==> config.mk <==
export PLATFORM = sky130hd
export DESIGN_NAME = dct_stage2_transpose_buf
export DESIGN_NICKNAME = d
export VERILOG_FILES = /design/src/rtl/dct_stage2_transpose_buf.sv
export SDC_FILE = /design/constraint.sdc
export NUM_CORES = 2
export LEC_CHECK = 0
export BUFFER_PORTS_ARGS = -buffer_cell sky130_fd_sc_hd__buf_2
export CAP_MARGIN = 20
export CORE_ASPECT_RATIO = 0.7
export CORE_UTILIZATION = 50
export CTS_BUF_LIST = sky130_fd_sc_hd__clkbuf_16
export DETAILED_ROUTE_END_ITERATION = 8
export PLACE_DENSITY_LB_ADDON = 0.3
export SYNTH_ARGS = -nofsm -noshare
export SYNTH_HDL_FRONTEND = slang
export SYNTH_SLANG_ARGS = --single-unit
==> constraint.sdc <==
create_clock -name clk -period 6.7 [get_ports clk]
set_input_delay 1.34 -clock clk [delete_from_list [all_inputs] [get_ports clk]]
set_output_delay 1.34 -clock clk [all_outputs]
set_load 0.1 [all_outputs]
==> src/rtl/dct_stage2_transpose_buf.sv <==
// N x N ping-pong transpose buffer: rows in, columns out, valid/ready on both sides.
// Optional synchronous flush port enabled by defining DCT_TBUF_FLUSH_EN.
module dct_stage2_transpose_buf #(
  parameter int SIZE = 12,
  parameter int N    = 8
) (
  input  logic                       clk,
  input  logic                       rst,
`ifdef DCT_TBUF_FLUSH_EN
  input  logic                       flush,
`endif
  input  logic                       wr_en,
  output logic                       in_ready,
  input  logic signed [SIZE-1:0]     data_in  [N],
  output logic                       out_valid,
  input  logic                       out_ready,
  output logic signed [SIZE-1:0]     data_out [N],
  output logic [$clog2(N)-1:0]       out_col,
  output logic                       out_last
);

  localparam int             CW   = $clog2(N);
  localparam logic [CW-1:0]  LAST = CW'(N - 1);

  typedef enum logic [1:0] {
    EMPTY    = 2'd0,
    FILLING  = 2'd1,
    FULL     = 2'd2,
    DRAINING = 2'd3
  } bank_state_e;

  bank_state_e              state_q [2];
  bank_state_e              state_d [2];
  logic                     wr_bank_q, wr_bank_d;
  logic                     rd_bank_q, rd_bank_d;
  logic [CW-1:0]            wr_row_q, wr_row_d;
  logic [CW-1:0]            rd_col_q, rd_col_d;
  logic                     out_valid_q, out_valid_d;
  logic signed [SIZE-1:0]   mem_q [2][N][N];

  logic flush_w;
  logic accept;
  logic transfer;

`ifdef DCT_TBUF_FLUSH_EN
  assign flush_w = flush;
`else
  assign flush_w = 1'b0;
`endif

  assign in_ready = (state_q[wr_bank_q] == EMPTY) || (state_q[wr_bank_q] == FILLING);
  assign accept   = wr_en && in_ready && !flush_w;
  assign transfer = out_valid_q && out_ready && !flush_w;

  assign out_valid = out_valid_q;
  assign out_col   = rd_col_q;
  assign out_last  = out_valid_q && (rd_col_q == LAST);

  always_comb begin
    for (int r = 0; r < N; r++) begin
      data_out[r] = mem_q[rd_bank_q][r][rd_col_q];
    end
  end

  // Write effects are applied first so a bank completing this cycle can launch
  // its first column on the same edge, giving one-cycle latency and no gaps.
  always_comb begin
    state_d     = state_q;
    wr_bank_d   = wr_bank_q;
    rd_bank_d   = rd_bank_q;
    wr_row_d    = wr_row_q;
    rd_col_d    = rd_col_q;
    out_valid_d = out_valid_q;

    if (accept) begin
      if (state_d[wr_bank_q] == EMPTY) begin
        state_d[wr_bank_q] = FILLING;
      end
      if (wr_row_q == LAST) begin
        state_d[wr_bank_q] = FULL;
        wr_row_d           = '0;
        wr_bank_d          = ~wr_bank_q;
      end else begin
        wr_row_d = wr_row_q + 1'b1;
      end
    end

    if (transfer) begin
      if (rd_col_q == LAST) begin
        state_d[rd_bank_q] = EMPTY;
        rd_col_d           = '0;
        rd_bank_d          = ~rd_bank_q;
        out_valid_d        = 1'b0;
      end else begin
        rd_col_d = rd_col_q + 1'b1;
      end
    end

    if (!out_valid_d && (state_d[rd_bank_d] == FULL)) begin
      state_d[rd_bank_d] = DRAINING;
      out_valid_d        = 1'b1;
    end

    if (flush_w) begin
      state_d[0]  = EMPTY;
      state_d[1]  = EMPTY;
      wr_bank_d   = 1'b0;
      rd_bank_d   = 1'b0;
      wr_row_d    = '0;
      rd_col_d    = '0;
      out_valid_d = 1'b0;
    end
  end

  always_ff @(posedge clk or negedge rst) begin
    if (!rst) begin
      state_q[0]  <= EMPTY;
      state_q[1]  <= EMPTY;
      wr_bank_q   <= 1'b0;
      rd_bank_q   <= 1'b0;
      wr_row_q    <= '0;
      rd_col_q    <= '0;
      out_valid_q <= 1'b0;
    end else begin
      state_q[0]  <= state_d[0];
      state_q[1]  <= state_d[1];
      wr_bank_q   <= wr_bank_d;
      rd_bank_q   <= rd_bank_d;
      wr_row_q    <= wr_row_d;
      rd_col_q    <= rd_col_d;
      out_valid_q <= out_valid_d;
    end
  end

  // Storage survives a flush; only reset clears it.
  always_ff @(posedge clk or negedge rst) begin
    if (!rst) begin
      for (int b = 0; b < 2; b++) begin
        for (int r = 0; r < N; r++) begin
          for (int c = 0; c < N; c++) begin
            mem_q[b][r][c] <= '0;
          end
        end
      end
    end else if (accept) begin
      for (int c = 0; c < N; c++) begin
        mem_q[wr_bank_q][wr_row_q][c] <= data_in[c];
      end
    end
  end

endmodule

==> summary.txt <==
Drt
  • WL per Instance: 29.8 um
  • DR iter-0 viols: roughly 2800
  • Total wire length: approximately 190 mm
  • DRC Markers: 0
  • Pre-antenna DRT Iters: 5
  • Via count: approximately 39000
  • Remaining antenna violation count: 0
  • Drt via density: 6.22

Logic synthesis
  • Post-Syn Nets: between 4000 and 5000
  • Top post-synthesis cells by area: dfrtp_1 56%, mux2_2 24%, mux4_2 13%, a22oi_1 2.1%, buf_2 1.2%
  • Sequential-to-total area share from yosys stat: 0.563
  • Synth top area share: 0.563
  • EDFF count, synth: 0
  • Most instantiated cells after synthesis: 1549 x dfrtp_1, 1494 x mux2_2, 384 x mux4_2, 193 x a22oi_1, 170 x clkbuf_1
  • Yosys warnings: 0
  • Post-synth top flop: dfrtp_1
  • Seq cells post-synth: about 1500
  • Synth area leader: dfrtp_1
  • Mean Syn Cell Area: 16.3 um^2
  • Async SR Flop Fraction: 1.00
  • Cell count after synthesis: roughly 4200
  • Most frequent cell after synthesis: dfrtp_1
  • Synthesized area: between 60000 and 70000 um^2
  • Netlist cell types: 36

STA
  • Fin. max-slew vios: 0
  • FMAX: 182 MHz
  • Slew margin rel.: 0.201
  • Final setup vio count: 0
  • Min cycle time layout: about 5.5 ns
  • Actual slew at the worst max-slew pin: 1.20 ns
  • RSZ-0062 raised after global routing: false
  • Endpoints failing hold: 0
  • Hold Slack: 0.481 ns
  • Setup TNS: 0 ns
  • Period utilization: 0.820
  • Clock Skew: 0.0302 ns

Pwr
  • Leak pwr: 0.0344 uW
  • P per Cell Area: 566 nW/um^2
  • Power, Total: 43100 uW
  • Max VDD drop: 0.000849 V

Placement
  • Post-detail-place hpwl: between 100 and 150 mm
  • RD Place Congestion: 0.814
  • PortBufs: 201
  • Dpl cell area: about 71000 um^2
  • Cells after DPL: 5963

Job
  • # Max-Cap Violations: 0

Worst setup path
  • Worst Path Required: ~5.4 ns
  • Crit-path max FO: 37
  • Critical path arrival: 4.15 ns
  • Critical setup path kind: reg -> out
  • CP startpoint kind: register
  • Critical Path Sink Type: primary output

Global routing
  • First-pass GRT wire length: ~280 mm
  • Initial antenna violation count: 59
  • Largest net degree at the start of global routing: 180
  • Vias in the first global route: approximately 41000
  • Grt ovf: 0
  • GRT Util Overall: 0.274

Finish
  • Multi-input gate area: between 20000 and 30000 um^2
  • Storage cell area: approximately 39000 um^2
  • Ratio of cells with drive above 1 in the final layout: 0.546
  • Layout Cells excl Fill: between 6000 and 7000
  • # fillers: 10564
  • Final instance area: around 76000 um^2
  • Area Overhead vs Synth: 10.6%
  • Nets: 4376

Clock network
  • Post-CTS Setup Bufs: 0
  • CTS max path bufs: 3
  • Root Buffer Master: clkbuf_16
  • Post-CTS sizing: 0
  • Clk_lat worst skew: approximately 0.8 ns
  • CTS Buf Count: 145
  • TritonCTS Sinks: 1549
  • Clk pin slew, worst setup/hold paths: 0.06 ns
  • CTS HTree Levels: 4
  • Hold-fix buffers, CTS: 0
  • CTS tree: yes

Status
  • Status: finished, final reports clean

Die
  • Die Wd: between 400 and 500 um
  • Row count: between 100 and 150
  • Die H: around 310 um
  • Starting Density: 0.506
  • Io pins: 202
  • Total Die Area: ~140000 um^2
  • Core area: around 140000 um^2

Hold path
  • Worst hold path type: reg -> reg
[critical path: stages, from the launching register on]
cell,delay (ns)
dfrtp_4,0.95
buf_4,0.62
mux4_2,0.58
a22oi_1,0.32
nand2_1,0.39
buf_2,0.43
[cell type report]
class / count / area share
antenna: 13 / 0.000427
clock buffer: 150 / 0.0493
clock inverter: 108 / 0.0110
inverter: 1 / 0.0000493
multi-input combinational: 2286 / 0.373
sequential: 1549 / 0.509
tap: 1840 / 0.0302
timing repair buffer: 289 / 0.0266
[placed cells by master (no fill, tap or decap), types with 9 or more instances in the layout]
cell type  count
buf_4         61
mux2_1        48
diode_2       13
inv_1         31
buf_2        200
dfrtp_1     1547
bufinv_16     11
clkinv_2      29
nand2_1      104
mux4_2       384
buf_12        27
clkinv_1      27
mux2_2      1494
clkbuf_16    150
nand2_4        9
a22oi_1      193
[state kept, by name, summed over array words and instances (netlist names)]
name,count
state_q,4
rd_bank_q,1
mem_q,1536
out_valid,1
out_col,3
wr_bank_q,1
wr_row_q,3
[where the power goes]
group	switching (uW)	leakage (uW)	total (uW)	internal [uW]
sequential	2170	0.0197	15600	13400
combinational	11700	0.0123	19300	7690
clock	3650	0.00238	8130	4490
[path summary, 6_finish.rpt]
| check | from | to | slack (ns) | cells after the start |
|---|---|---|---|---|
| setup / recovery | rd_bank_q | data_out[87] | 1.21 | 5 |
| hold / removal | mem_q[917] | mem_q[917] | 0.48 | 1 |
| setup reg to reg | wr_row_q[1] | mem_q[392] | 3.63 | 5 |
| hold reg to reg | mem_q[917] | mem_q[917] | 0.48 | 1 |
| max in group asynchronous | rst | mem_q[400] | 4.55 | 3 |
| min in group asynchronous | rst | mem_q[1079] | 0.50 | 1 |
[stage by stage]
stage | util | setup WS (ns)
after global routing | 0.559 | 0.929
after global placement | 0.525 | 1.99
final | 0.559 | 1.21
after CTS | 0.559 | 1.10
after floorplan | - | 2.43
after detailed placement | 0.525 | 2.03
[metal layers]
layer	track usage	wire length, um	up-vias	part of all wire
li1	-	-	15968	-
met1	0.417	85500	21461	0.46
met2	0.397	82400	1042	0.44
met3	0.0548	12800	283	0.069
met4	0.0840	4940	28	0.027
met5	0	172	-	0.00093
[cell families after synthesis]
kind of cell / synth area share
AOI/OAI and AO/OA: 0.0222
adders and majority gates: 0.000727
buffers and inverters: 0.0262
DFF: 0.563
muxes: 0.378
and+or+nand+nor: 0.00994
No activity file was read; power rests on OpenSTA's default activity.
